## config.mk

```make
export PLATFORM = sky130hd
export DESIGN_NAME = sequenciador_indices
export DESIGN_NICKNAME = d
export VERILOG_FILES = /design/src/rtl/sequenciador_indices.sv
export SDC_FILE = /design/constraint.sdc
export NUM_CORES = 1
export LEC_CHECK = 0
export ABC_AREA = 1
export ABC_CLOCK_PERIOD_IN_PS = 2100
export CORE_MARGIN = 2
export CORE_UTILIZATION = 47
export DETAILED_ROUTE_END_ITERATION = 7
export GPL_ROUTABILITY_DRIVEN = 0
export PLACE_DENSITY = 0.75
export SLEW_MARGIN = 0
export SYNTH_ARGS = -nofsm -noshare
export SYNTH_HDL_FRONTEND = slang
export SYNTH_SLANG_ARGS = --single-unit
```

## constraint.sdc

```tcl
create_clock -name clock -period 2.1 [get_ports clock]
set_input_delay 0.42 -clock clock [delete_from_list [all_inputs] [get_ports clock]]
set_output_delay 0.42 -clock clock [all_outputs]
set_load 0.02 [all_outputs]
```

## src/rtl/sequenciador_indices.sv

```systemverilog
// sequenciador_indices: requests random draws, retries rejected ones and emits the accepted 4x2-bit permutation one index per ack.
// Optional build macro SEQ_CHECK_EN: when defined, a ready draw is accepted only if its four slots are pairwise distinct.
module sequenciador_indices #(
  parameter int GEN_LAT        = 2,
  parameter int MAX_TENTATIVAS = 8
) (
  input  logic       clock,
  input  logic       reset,
  input  logic       iniciar,
  input  logic [7:0] perm,
  input  logic       perm_ready,
  output logic       prox_aleatorio,
  output logic [1:0] indice,
  output logic       indice_valido,
  input  logic       indice_ack,
  output logic       pronto,
  output logic       ocupado,
  output logic       erro_timeout,
  output logic [7:0] tentativas
);
  typedef enum logic [2:0] {IDLE, SORTEIA, ESPERA, AVALIA, EMITE, FIM} estado_t;
  localparam int CW = GEN_LAT > 1 ? $clog2(GEN_LAT) : 1;
  localparam logic [CW-1:0] ESPERA_INI = CW'(GEN_LAT - 1);
  localparam logic [7:0] MAX_T = 8'(MAX_TENTATIVAS);
  localparam logic [7:0] IDENTIDADE = 8'h1B;
  estado_t estado, prox_estado;
  logic [CW-1:0] espera_cnt;
  logic [7:0] perm_q;
  logic [1:0] slot;
  logic aceita, transfer, esgotou;
`ifdef SEQ_CHECK_EN
  function automatic logic is_perm(input logic [7:0] p);
    return p[7:6] != p[5:4] && p[7:6] != p[3:2] && p[7:6] != p[1:0] &&
           p[5:4] != p[3:2] && p[5:4] != p[1:0] && p[3:2] != p[1:0];
  endfunction
  assign aceita = perm_ready && is_perm(perm);
`else
  assign aceita = perm_ready;
`endif
  assign transfer = estado == EMITE && indice_ack;
  assign esgotou  = tentativas >= MAX_T;
  // state register; a low reset returns to IDLE from anywhere, abandoning any partial sequence
  always_ff @(posedge clock) begin
    if (!reset) estado <= IDLE;
    else estado <= prox_estado;
  end
  // next-state logic and outputs decoded from the registered state and latched permutation
  always_comb begin
    prox_estado    = estado;
    prox_aleatorio = estado == SORTEIA;
    indice_valido  = estado == EMITE;
    pronto         = estado == FIM;
    ocupado        = estado != IDLE;
    indice         = perm_q[{~slot, 1'b0} +: 2];
    unique case (estado)
      IDLE:    prox_estado = iniciar ? SORTEIA : IDLE;
      SORTEIA: prox_estado = ESPERA;
      ESPERA:  prox_estado = espera_cnt == '0 ? AVALIA : ESPERA;
      AVALIA:  prox_estado = (aceita || esgotou) ? EMITE : SORTEIA;
      EMITE:   prox_estado = (transfer && slot == 2'd3) ? FIM : EMITE;
      FIM:     prox_estado = IDLE;
      default: prox_estado = IDLE;
    endcase
  end
  // draw counter, generator wait timer, latched permutation, emit slot and sticky timeout flag
  always_ff @(posedge clock) begin
    if (!reset) begin
      tentativas   <= '0;
      erro_timeout <= 1'b0;
      perm_q       <= '0;
      slot         <= '0;
      espera_cnt   <= '0;
    end else begin
      unique case (estado)
        IDLE: if (iniciar) begin
          tentativas   <= '0;
          erro_timeout <= 1'b0;
        end
        SORTEIA: begin
          tentativas <= tentativas + 8'd1;
          espera_cnt <= ESPERA_INI;
        end
        ESPERA: if (espera_cnt != '0) espera_cnt <= espera_cnt - CW'(1);
        AVALIA: if (aceita) begin
          perm_q <= perm;
          slot   <= '0;
        end else if (esgotou) begin
          perm_q       <= IDENTIDADE;
          slot         <= '0;
          erro_timeout <= 1'b1;
        end
        EMITE: if (transfer) slot <= slot + 2'd1;
        default: ;
      endcase
    end
  end
endmodule

```

==> results by group <==
Synth
  • Commonest cells in the netlist: nand2_1, dfxtp_1, nor2_1
  • Yosys top cell area share: 0.3669
  • Post-synth ARST share: 0
  • Post-Synth Adder-Cell Area: 0.02991
  • Largest cells by area after synthesis: dfxtp_1, nand2_1, nor2_1, nand3_1, inv_1
  • Yosys reg bits: 23
  • Post-synth net total: 194
  • Post-Synthesis Cells: 178
  • Post-synth EDFFs: 0
  • Simple-gate share of the synthesized area: 0.3500
  • Top_reg_cell synth: dfxtp_1
  • Largest family of logic cells by synthesized area: simple AND/OR/NAND/NOR gates
  • Syn Std Cell Area: 0.001255 mm²
  • Mux share of post-synthesis cell area: 0
  • Synth Area in Compound Gates: 0.1316
  • Synth Area in XOR/XNOR: 0.006979
  • Area leader, netlist: dfxtp_1
  • Cell variety after synth: 27
  • Post-synthesis sequential area ratio: 0.3669
  • Syn Area/Cell: 7.050 µm²
  • Count leader, synth: nand2_1
  • Yosys Warn Count: 0

Global routing
  • Grt total ovfl: 0
  • Initial antenna violation count: 0
  • Largest net degree at the start of global routing: 14
  • Total track usage: 0.1738
  • First-pass GRT wire length: 4353 µm
  • Number of global-route vias before repair: 1022

Setup path
  • Critical Path Sink Type: output pin
  • Crit Path Category: reg -> out
  • CP top delay family: buffers and inverters
  • CP max FO: 6
  • Crit path cell chain: nor2_2 -> nand2_1 -> clkdlybuf4s50_1
  • Arrival time at the worst endpoint: 1.51 ns
  • Worst path buffer plus inverter count: 1
  • CP max stage delay: 0.54 ns
  • Slowest CP cell: clkdlybuf4s50_1
  • Worst Setup Start Kind: flop
  • Req. time, crit path: 1.68 ns

Job
  • Max-Cap Viols: 0

Die
  • Rows: 18
  • Die ar.: 0.003100 mm²
  • Core Area: 0.002500 mm²
  • Horiz. Die Dim: 55.68 µm
  • Die Span Y: 55.68 µm
  • Initial core utilization: 0.5020
  • Ports: 28

CTS
  • H-tree levels: 1
  • Number of CTS-inserted buffers: 3
  • Largest buffer count on any clock path: 2
  • Hold_buf cts: 0
  • CTS tree: yes
  • Clock sinks: 23
  • Clock latency on the worst-skew pair: 0.31 ns
  • Root buf cell: clkbuf_4
  • Clock-pin slew on the worst setup and hold paths: 0.13 ns

Power and ir drop
  • P per Cell Area: 529.9 mW/mm²
  • Gate power share: 0.193
  • NetSw: 0.2468 mW
  • Fraction of power consumed by sequential logic: 0.563
  • Max IR drop VDD: 0.5112 mV
  • Sw Ratio: 0.2935
  • Clock Power Share: 0.244
  • P_int: 0.5940 mW
  • LEAKAGE: 0.7171 nW

Timing
  • F_max: 0.5186 GHz
  • Final period utilization: 0.9183
  • Worst slew margin: 0.7493
  • Clk_skew: 0.004023 ns
  • Max Transition Viols Final: 0
  • Final Hold Fails: 0
  • Post-layout min period: 1.928 ns
  • Pin slew with the least headroom to its limit: 0.3756 ns
  • RSZ-0062 raised after global routing: false
  • Setup_tns: 0 ns
  • Final setup viols: 0

Routing
  • Post-route ant nets: 0
  • First DRT Iteration DRCs: 30
  • Post-route DRC: 0
  • Wire length per cell: 10.94 µm
  • First drt pass iteration count: 4
  • Post-detailed-route via-to-cell ratio: 5.080
  • Total number of vias: 1209
  • Final WL: 2603 µm

Final layout
  • Area Growth Syn to Fin: 26.42%
  • Finished Cell Area: 0.001587 mm²
  • Layout fillers: 227
  • # diodes: 0
  • Post-layout nets: 225
  • Share of cells above drive strength 1: 0.1683
  • Util after Layout: 0.6346

Placed design
  • DPL Wire Length: 2052 µm
  • Placement Cell Area: 0.001554 mm²
  • IO buf count: 27

Run status
  • Outcome: complete, no violations

Min path
  • Min-delay worst type: reg -> reg
flip-flops by register name (all words and copies together) (netlist names):
register,count
estado,3
espera_cnt,1
perm_q,8
erro_timeout,1
tentativas,8
slot,2
worst register-to-register path: stages, from the launching register on:
cell and delay (ns):
dfxtp_1 0.42, ha_1 0.21, nand3_1 0.12, nor3_1 0.20, nand2_1 0.09, nand2_1 0.06
inv_1 0.03, nor2_1 0.08
placed cells by master (no fill, tap or decap), types with 4 or more instances in the layout:
master | synthesis | final
clkdlybuf4s50_1 | 0 | 22
o21ai_2 | 4 | 4
nor2_2 | 6 | 6
a21oi_1 | 11 | 11
nor2_1 | 23 | 23
dfxtp_1 | 23 | 20
o21ai_0 | 8 | 8
nand3_1 | 17 | 17
inv_2 | 8 | 8
nand2_1 | 29 | 29
inv_1 | 22 | 22
per-stage QoR:
step                      cells  hold slack (ns)  setup WS (ns)  power, mW
final                       238           0.4628         0.1716     0.8408
after global routing        238           0.4939        0.08173     0.8920
after CTS                   238           0.4677       0.006504     0.8497
after detailed placement    234           0.4482         0.3106     0.6465
after global placement      234           0.4432         0.3342     0.6429
after floorplan             178           0.4354         0.6917     0.5804
final cells by class:
class | instances | area (µm²) | area share
well taps | 30 | 37.54 | 0.02366
multi-input cells | 121 | 650.6 | 0.4101
inverters | 32 | 127.6 | 0.08044
clock inverters | 1 | 5.005 | 0.003155
repair buffers | 28 | 279.0 | 0.1759
clock buffers | 3 | 22.52 | 0.01420
flip-flops and latches | 23 | 464.2 | 0.2926
metal layers:
metal | global-route usage | routed length (µm) | vias to the layer above | part of all wire
li1 | - | - | 625 | -
met1 | 0.2280 | 1165 | 548 | 0.45
met2 | 0.2925 | 1277 | 34 | 0.49
met3 | 0.02791 | 147 | 2 | 0.056
met4 | 0.05226 | 13 | 0 | 0.0050
met5 | 0 | 0 | - | 0
repair_timing:
| action | CTS | global route |
|---|---|---|
| hold endpoints to repair | 0 | 0 |
| pin swaps | 0 | 0 |
| endpoints found under the setup margin | 4 | 3 |
| buffers inserted | 0 | 0 |
| gates cloned | 0 | 0 |
| resized for setup | 5 | 3 |
kinds of logic after synthesis:
family	count (synthesis)
fa+ha+maj	3
flops	23
simple gates	88
buf+inv	34
compound gates	29
xor+xnor	1
power groups by stage:
| stage | clock network (mW) | registers, mW | logic, mW |
|---|---|---|---|
| after floorplan | 0 | 0.482 | 0.0982 |
| after global placement | 0 | 0.480 | 0.163 |
| after detailed placement | 0 | 0.481 | 0.165 |
| after CTS | 0.214 | 0.472 | 0.163 |
| after global routing | 0.237 | 0.476 | 0.179 |
| final | 0.205 | 0.473 | 0.162 |
path summary, 6_finish.rpt:
path / slack [ns] / endpoint / start / depth (start not counted)
min: 0.46 / erro_timeout$_SDFFE_PN0P_ / erro_timeout$_SDFFE_PN0P_ / 2
min reg2reg: 0.46 / erro_timeout$_SDFFE_PN0P_ / erro_timeout$_SDFFE_PN0P_ / 2
max: 0.17 / ocupado / estado[1]$_SDFF_PN0_ / 3
max reg2reg: 0.85 / tentativas[6]$_SDFFE_PN0P_ / tentativas[1]$_SDFFE_PN0P_ / 7
Note: power is estimated with default switching activity, not from simulation.
